**config.mk**
```make
export PLATFORM = sky130hd
export DESIGN_NAME = enigma_sequencer
export DESIGN_NICKNAME = d
export VERILOG_FILES = /design/src/rtl/enigma_pkg.sv /design/src/rtl/enigma_sequencer_letter_shift.sv /design/src/rtl/enigma_sequencer.sv
export SDC_FILE = /design/constraint.sdc
export NUM_CORES = 1
export LEC_CHECK = 0
export CELL_PAD_IN_SITES_DETAIL_PLACEMENT = 0
export CELL_PAD_IN_SITES_GLOBAL_PLACEMENT = 2
export CORE_UTILIZATION = 38
export CTS_CLUSTER_DIAMETER = 100
export DETAILED_ROUTE_END_ITERATION = 7
export DONT_BUFFER_PORTS = 1
export PLACE_DENSITY = 0.84
export SYNTH_ARGS = -nofsm -noshare
export SYNTH_HDL_FRONTEND = slang
export SYNTH_SLANG_ARGS = --single-unit
```
**constraint.sdc**
```tcl
create_clock -name clk -period 5.4 [get_ports clk]
set_input_delay 1.62 -clock clk [delete_from_list [all_inputs] [get_ports clk]]
set_output_delay 1.62 -clock clk [all_outputs]
set_load 0.005 [all_outputs]
```
**src/rtl/enigma_pkg.sv**
```systemverilog
// Shared constants, FSM state encoding and ROM address layout for the
// three-rotor Enigma sequencer.
package enigma_pkg;

  localparam logic [4:0] NUM_LETTERS = 5'd26;
  localparam logic [4:0] LAST_LETTER = NUM_LETTERS - 5'd1;
  localparam logic [4:0] NOTCH       = 5'd25;
  localparam logic [2:0] NUM_TYPES   = 3'd5;
  localparam logic [2:0] LAST_TYPE   = NUM_TYPES - 3'd1;

  localparam int unsigned NUM_ROTORS = 3;

  // Lookup index: 0..2 forward through rotors 0,1,2; 3..5 backward through 2,1,0.
  localparam logic [2:0] IDX_LAST_FWD = 3'd2;
  localparam logic [2:0] IDX_LAST     = 3'd5;

  localparam logic DIR_FWD = 1'b0;
  localparam logic DIR_BWD = 1'b1;

  typedef enum logic [2:0] {
    IDLE    = 3'd0,
    STEP    = 3'd1,
    ISSUE   = 3'd2,
    CAPTURE = 3'd3,
    REFL    = 3'd4,
    DONE    = 3'd5
  } state_t;

  typedef struct packed {
    logic [2:0] rotor_type;
    logic       dir;
    logic [4:0] letter;
  } rom_addr_t;

  function automatic logic [4:0] next_letter(input logic [4:0] v);
    return (v == LAST_LETTER) ? 5'd0 : v + 5'd1;
  endfunction

  function automatic logic [2:0] next_type(input logic [2:0] v);
    return (v == LAST_TYPE) ? 3'd0 : v + 3'd1;
  endfunction

endpackage

```
**src/rtl/enigma_sequencer_letter_shift.sv**
```systemverilog
// Combinational mod-26 offset: letter + shift, or letter - shift, using a
// 6-bit sum and a single conditional subtract of 26.
module letter_shift
  import enigma_pkg::*;
(
  input  logic [4:0] letter,
  input  logic [4:0] shift,
  input  logic       subtract,
  output logic [4:0] result
);

  logic [5:0] sum;

  always_comb begin
    if (subtract) begin
      sum = {1'b0, letter} + ({1'b0, NUM_LETTERS} - {1'b0, shift});
    end else begin
      sum = {1'b0, letter} + {1'b0, shift};
    end
    result = (sum >= {1'b0, NUM_LETTERS}) ? 5'(sum - {1'b0, NUM_LETTERS}) : sum[4:0];
  end

endmodule

```
**src/rtl/enigma_sequencer.sv**
```systemverilog
// Three-rotor Enigma sequencer: steps the rotors on each accepted key, then
// walks six ROM lookups and one reflector pass to produce the ciphertext.
module enigma_sequencer
  import enigma_pkg::*;
(
  input  logic        clk,
  input  logic        reset,
  input  logic        key_ok,
  input  logic [4:0]  key,
  input  logic        increase_shift_or_type,
  input  logic        increase0,
  input  logic        increase1,
  input  logic        increase2,
  output logic [8:0]  rom_addr,
  output logic        rom_en,
  input  logic [15:0] rom_dout,
  output logic [4:0]  refl_in,
  input  logic [4:0]  refl_out,
  output logic [4:0]  letter_out,
  output logic        out_valid,
  output logic        busy,
  output logic        key_dropped,
  output logic [4:0]  shift0,
  output logic [4:0]  shift1,
  output logic [4:0]  shift2,
  output logic [2:0]  type0,
  output logic [2:0]  type1,
  output logic [2:0]  type2
);

  state_t     state, state_nxt;
  logic [2:0] idx, idx_nxt;
  logic [4:0] cur, cur_nxt;
  logic [4:0] shift_r   [NUM_ROTORS];
  logic [4:0] shift_nxt [NUM_ROTORS];
  logic [2:0] type_r    [NUM_ROTORS];
  logic [2:0] type_nxt  [NUM_ROTORS];
  logic [4:0] letter_nxt;
  logic       out_valid_nxt;
  logic       key_dropped_nxt;
  logic [8:0] rom_addr_q;

  logic [2:0] inc_vec;
  logic       key_accept;
  logic       backward;
  logic [1:0] rotor_sel;
  logic [4:0] sel_shift;
  logic [2:0] sel_type;
  logic [4:0] entry_letter;
  logic [4:0] exit_letter;
  rom_addr_t  issue_addr;
  logic       unused_rom_bits;

  assign inc_vec         = {increase2, increase1, increase0};
  assign unused_rom_bits = ^rom_dout[15:5];

  always_comb begin
    backward  = (idx > IDX_LAST_FWD);
    rotor_sel = backward ? 2'(IDX_LAST - idx) : idx[1:0];
    case (rotor_sel)
      2'd0: begin
        sel_shift = shift_r[0];
        sel_type  = type_r[0];
      end
      2'd1: begin
        sel_shift = shift_r[1];
        sel_type  = type_r[1];
      end
      default: begin
        sel_shift = shift_r[2];
        sel_type  = type_r[2];
      end
    endcase
  end

  letter_shift u_entry (
    .letter   (cur),
    .shift    (sel_shift),
    .subtract (1'b0),
    .result   (entry_letter)
  );

  letter_shift u_exit (
    .letter   (rom_dout[4:0]),
    .shift    (sel_shift),
    .subtract (1'b1),
    .result   (exit_letter)
  );

  always_comb begin
    issue_addr.rotor_type = sel_type;
    issue_addr.dir        = backward ? DIR_BWD : DIR_FWD;
    issue_addr.letter     = entry_letter;
  end

  // Address is live only in ISSUE; otherwise the last issued address is held.
  assign rom_en   = (state == ISSUE);
  assign rom_addr = rom_en ? issue_addr : rom_addr_q;
  assign refl_in  = (state == REFL) ? cur : '0;
  assign busy     = (state != IDLE);

  assign shift0 = shift_r[0];
  assign shift1 = shift_r[1];
  assign shift2 = shift_r[2];
  assign type0  = type_r[0];
  assign type1  = type_r[1];
  assign type2  = type_r[2];

  always_comb begin
    state_nxt     = state;
    idx_nxt       = idx;
    cur_nxt       = cur;
    shift_nxt     = shift_r;
    type_nxt      = type_r;
    letter_nxt    = letter_out;
    out_valid_nxt = 1'b0;

    key_accept      = (state == IDLE) && key_ok && (key <= LAST_LETTER);
    key_dropped_nxt = key_ok && !key_accept;

    case (state)
      IDLE: begin
        if (key_accept) begin
          cur_nxt   = key;
          state_nxt = STEP;
        end else begin
          for (int unsigned r = 0; r < NUM_ROTORS; r++) begin
            if (inc_vec[r]) begin
              if (increase_shift_or_type) type_nxt[r]  = next_type(type_r[r]);
              else                        shift_nxt[r] = next_letter(shift_r[r]);
            end
          end
        end
      end

      // All three decisions use the pre-step positions (double-step anomaly).
      STEP: begin
        shift_nxt[0] = next_letter(shift_r[0]);
        if ((shift_r[0] == NOTCH) || (shift_r[1] == NOTCH)) shift_nxt[1] = next_letter(shift_r[1]);
        if (shift_r[1] == NOTCH) shift_nxt[2] = next_letter(shift_r[2]);
        idx_nxt   = '0;
        state_nxt = ISSUE;
      end

      ISSUE: state_nxt = CAPTURE;

      CAPTURE: begin
        cur_nxt = exit_letter;
        if (idx == IDX_LAST_FWD) begin
          idx_nxt   = idx + 3'd1;
          state_nxt = REFL;
        end else if (idx == IDX_LAST) begin
          idx_nxt   = '0;
          state_nxt = DONE;
        end else begin
          idx_nxt   = idx + 3'd1;
          state_nxt = ISSUE;
        end
      end

      REFL: begin
        cur_nxt   = refl_out;
        state_nxt = ISSUE;
      end

      DONE: begin
        letter_nxt    = cur;
        out_valid_nxt = 1'b1;
        state_nxt     = IDLE;
      end

      default: state_nxt = IDLE;
    endcase
  end

  always_ff @(posedge clk or negedge reset) begin
    if (!reset) begin
      state       <= IDLE;
      idx         <= '0;
      cur         <= '0;
      shift_r     <= '{default: '0};
      type_r      <= '{default: '0};
      letter_out  <= '0;
      out_valid   <= 1'b0;
      key_dropped <= 1'b0;
      rom_addr_q  <= '0;
    end else begin
      state       <= state_nxt;
      idx         <= idx_nxt;
      cur         <= cur_nxt;
      shift_r     <= shift_nxt;
      type_r      <= type_nxt;
      letter_out  <= letter_nxt;
      out_valid   <= out_valid_nxt;
      key_dropped <= key_dropped_nxt;
      rom_addr_q  <= rom_addr;
    end
  end

endmodule
```
==> implementation parameters <==
Parameter                              Value

Yosys
  Most used standard cell by instance count after synthesis ... sky130_fd_sc_hd__dfrtp_1
  Area share of the largest cell type after synthesis ... 37.3%
  Number of cells produced by synthesis ... 384
  Mean instance size in the synthesized netlist ... 8.91 um^2
  Seq cells post-synth ... 51
  Top flip-flop cell by instance count after synthesis ... sky130_fd_sc_hd__dfrtp_1
  Net count after synthesis ... 449
  Most frequent cells after synthesis ... 51 x sky130_fd_sc_hd__dfrtp_1, 45 x sky130_fd_sc_hd__nand2_1, 38 x sky130_fd_sc_hd__o21ai_0
  Library cells used by synthesis ... 52
  Library cell occupying the most area in the post-synthesis netlist ... sky130_fd_sc_hd__dfrtp_1
  Number of enable-type register cells in the synthesized netlist ... 0
  Sequential element share of the synthesized area ... 37.3%
  Synth top area cells ... sky130_fd_sc_hd__dfrtp_1 37%, sky130_fd_sc_hd__ha_1 11%, sky130_fd_sc_hd__o21ai_0 5.6%, sky130_fd_sc_hd__nand2_1 4.9%, sky130_fd_sc_hd__a21oi_1 3.4%
  Syn. warnings ... 0
  Synth async-reset ratio ... 100%
  Netlist Area Pre-Place ... 3420 um^2

Drt
  Overall via count from detail_route ... 2,755
  Wire length after detailed routing ... 8390 um
  Final routed wire length divided by cell count ... 17.0 um
  Router iterations before antenna repair ... 4
  Routed vias/inst ... 5.59
  Drc violations ... 0
  DRC marker count from the first detailed-route iteration ... 149
  Final antenna-violating net count ... 0

Clocking
  Number of buffers added to fix hold violations after cts ... 0
  Root buffer cell ... sky130_fd_sc_hd__clkbuf_8
  Number of clock sinks ... 51
  Clock-pin slew on the worst setup and hold paths ... 0.09 ns
  Clock tree from TritonCTS ... built
  Clock network latency to the later pin of the worst-skew pair ... 0.30 ns
  H-Tree Level Count ... 2
  Worst-case clock buffer depth ... 2
  Number of buffers created by CTS ... 5

Placed design
  Number of port buffers ... 0
  Routability congestion estimate from global placement ... 0.790
  Detail Placement HPWL ... 6230 um
  Placed Area ... 3540 um^2

Floorplan
  Height of the die ... 96.9 um
  Starting utilization of the core area ... 39.2%
  Die Footprint ... 9390 um^2
  Standard-cell row count ... 34
  Core region area ... 8720 um^2
  I/O pin cnt ... 80
  Die Wd ... 96.9 um

Pwr
  Power per Cell Area ... 729 nW/um^2
  Internal power component ... 0.00137 W
  Part of the total power dissipated in the clock network ... 8.4%
  Share of total power in combinational logic ... 63.0%
  Register share of total power ... 28.5%
  Net switching power ... 0.00129 W
  Peak supply drop ... 236 uV
  Proportion of total power due to net switching ... 48.5%
  Leakage power figure ... 1.66 nW

Cells and area
  Filler Cells Inserted ... 869
  Syn-to-layout area delta ... 6.51%
  Multi-input gate area in the final layout ... 2000 um^2
  Antenna Cells ... 0
  Total Nets Final ... 449
  Post-route standard cell area excluding fillers ... 3640 um^2
  Share of final-layout standard cells stronger than drive strength 1 ... 9.35%
  Area taken by flip-flops and latches ... 1280 um^2

GRT
  First-pass GRT wire length ... 13,900 um
  Sum of overflow across all layers after global routing ... 0
  Vias in the first global route ... 2,687
  Antenna violations before repair ... 0
  Pin count of the biggest net entering global routing ... 52
  Global-route usage over all layers ... 18.2%

Setup path
  Worst Path Required ... 3.78 ns
  Type of destination of the critical path ... primary output
  Critical-path maximum fanout ... 7
  Crit path DAT ... 3.50 ns
  Path type of the worst setup path ... flop to primary output
  Depth of the worst register-to-register path ... 14
  Crit start category ... flop

Run status
  Result of the run ... finished clean

STA
  Transition time at the pin with the least slew margin ... 0.788 ns
  Fmax ... 0.195 GHz
  Number of failing hold endpoints at the final stage ... 0
  Period utilisation layout ... 94.8%
  Final number of max-transition violations ... 0
  Clock Skews ... 0.00719 ns
  Period minus WS final ... 5.12 ns
  RSZ-0062 raised after global routing ... false
  Slew margin rel. ... 47.0%
  Final number of setup-violating endpoints ... 0
  Final TNS setup ... 0 ns

Hold path
  Worst hold-check path type ... flop to flop
  Number of cells traversed by the worst hold path ... 2

Run
  Maximum Capacitance Violations ... 0
==> area by class of cell <==
cell class	instances	area share (%)
Sequential cell	51	35.1
Clock inverter	2	0.343
Timing Repair Buffer	5	1.03
Clock buffer	6	1.99
Multi-Input combinational cell	293	55.0
Tap cell	108	3.71
Inverter	28	2.88
==> power groups by stage <==
stage | Clock (W) | Combinational (W) | Sequential [W]
after floorplan | 0 | 0.00133 | 0.000663
after global placement | 0 | 0.00160 | 0.000758
after detailed placement | 0 | 0.00164 | 0.000762
after CTS | 0.000235 | 0.00165 | 0.000755
after global routing | 0.000249 | 0.00190 | 0.000784
final | 0.000224 | 0.00167 | 0.000758
==> routing by layer <==
layer / routed length (um) / vias up / track usage (%) / part of all wire (%)
met4: 114 / 0 / 5.51 / 1.4
met3: 397 / 8 / 4.26 / 4.7
li1: - / 1365 / - / -
met5: 0 / - / 0 / 0
met1: 4100 / 1321 / 25.7 / 49
met2: 3780 / 61 / 27.6 / 45
==> worst paths after layout <==
check | startpoint | end | slack, ns
worst min register to register | rom_addr_q[0]$_DFF_PN0_ | rom_addr_q[0]$_DFF_PN0_ | 0.51
worst max register to register | idx[0]$_DFFE_PN0P_ | cur[2]$_DFFE_PN0P_ | 1.74
worst min-delay path | rom_addr_q[0]$_DFF_PN0_ | rom_addr_q[0]$_DFF_PN0_ | 0.51
min in group asynchronous | reset | type1[0]$_DFFE_PN0P_ | 1.00
worst max-delay path | idx[0]$_DFFE_PN0P_ | rom_addr[2] | 0.28
max in group asynchronous | reset | shift2[4]$_DFFE_PN0P_ | 4.29
==> layout by cell type (no fill, tap or decap), types with 4 or more instances in the layout <==
cell type,Yosys,routed
sky130_fd_sc_hd__clkbuf_8,0,5
sky130_fd_sc_hd__ha_1,30,29
sky130_fd_sc_hd__dfrtp_1,51,50
sky130_fd_sc_hd__nor2_1,27,27
sky130_fd_sc_hd__or3_1,5,5
sky130_fd_sc_hd__and4b_1,4,4
sky130_fd_sc_hd__nor3_1,6,6
sky130_fd_sc_hd__o21ai_0,38,37
sky130_fd_sc_hd__a21o_1,7,7
sky130_fd_sc_hd__mux2i_1,5,5
sky130_fd_sc_hd__a31oi_1,4,4
sky130_fd_sc_hd__and3_1,5,5
sky130_fd_sc_hd__buf_4,0,5
sky130_fd_sc_hd__inv_1,28,28
sky130_fd_sc_hd__a21oi_1,23,23
sky130_fd_sc_hd__nand3_1,10,10
sky130_fd_sc_hd__nand3b_1,9,9
sky130_fd_sc_hd__xnor2_1,7,6
sky130_fd_sc_hd__o31ai_1,9,9
sky130_fd_sc_hd__mux2_2,10,10
sky130_fd_sc_hd__nand2_1,45,45
==> logic make-up after synthesis <==
family | after synthesis | synth area share [%]
AO/OA/AOI/OAI | 107 | 19.9
XOR/XNOR | 7 | 1.79
adder cells (fa/ha/maj) | 32 | 12.1
buffers and inverters | 40 | 4.43
flip-flops | 51 | 37.3
multiplexers | 16 | 5.19
AND/OR/NAND/NOR | 131 | 19.2
==> through the flow <==
| stage | setup WS (ns) | utilization (%) | std cells | hold slack [ns] | total power [W] |
|---|---|---|---|---|---|
| global route | 0.0120 | 41.8 | 493 | 0.549 | 0.00293 |
| finish | 0.283 | 41.8 | 493 | 0.507 | 0.00266 |
| CTS | 0.0682 | 41.6 | 492 | 0.519 | 0.00264 |
| detailed placement | 0.431 | 40.6 | 484 | 0.496 | 0.00240 |
| global placement | 0.443 | 40.6 | 484 | 0.482 | 0.00236 |
| floorplan | 0.569 | - | 384 | 0.462 | 0.00199 |
==> sequential cells by signal, summed over array words and instances, names as in the netlist, 5 cells and up <==
signal / flops
shift0: 5
cur: 5
shift1: 5
rom_addr_q: 9
letter_out: 5
shift2: 5
==> timing repair <==
action,4_1_cts,5_1_grt
gates resized for setup,0,4
setup buffers,0,1
setup endpoints to repair,0,3
==> worst max-delay path, cell delays in order (launching register included) <==
cell and delay [ns]:
sky130_fd_sc_hd__dfrtp_2 0.47, sky130_fd_sc_hd__xnor2_2 0.28, sky130_fd_sc_hd__buf_4 0.20, sky130_fd_sc_hd__nor2_1 0.04
sky130_fd_sc_hd__a211oi_1 0.20, sky130_fd_sc_hd__a21oi_1 0.14, sky130_fd_sc_hd__fa_1 0.57, sky130_fd_sc_hd__inv_1 0.09
sky130_fd_sc_hd__a221oi_1 0.28, sky130_fd_sc_hd__a32oi_1 0.14, sky130_fd_sc_hd__mux2_4 0.29, sky130_fd_sc_hd__and2_1 0.17
sky130_fd_sc_hd__o311ai_2 0.32
No activity file was read; power rests on OpenSTA's default activity.
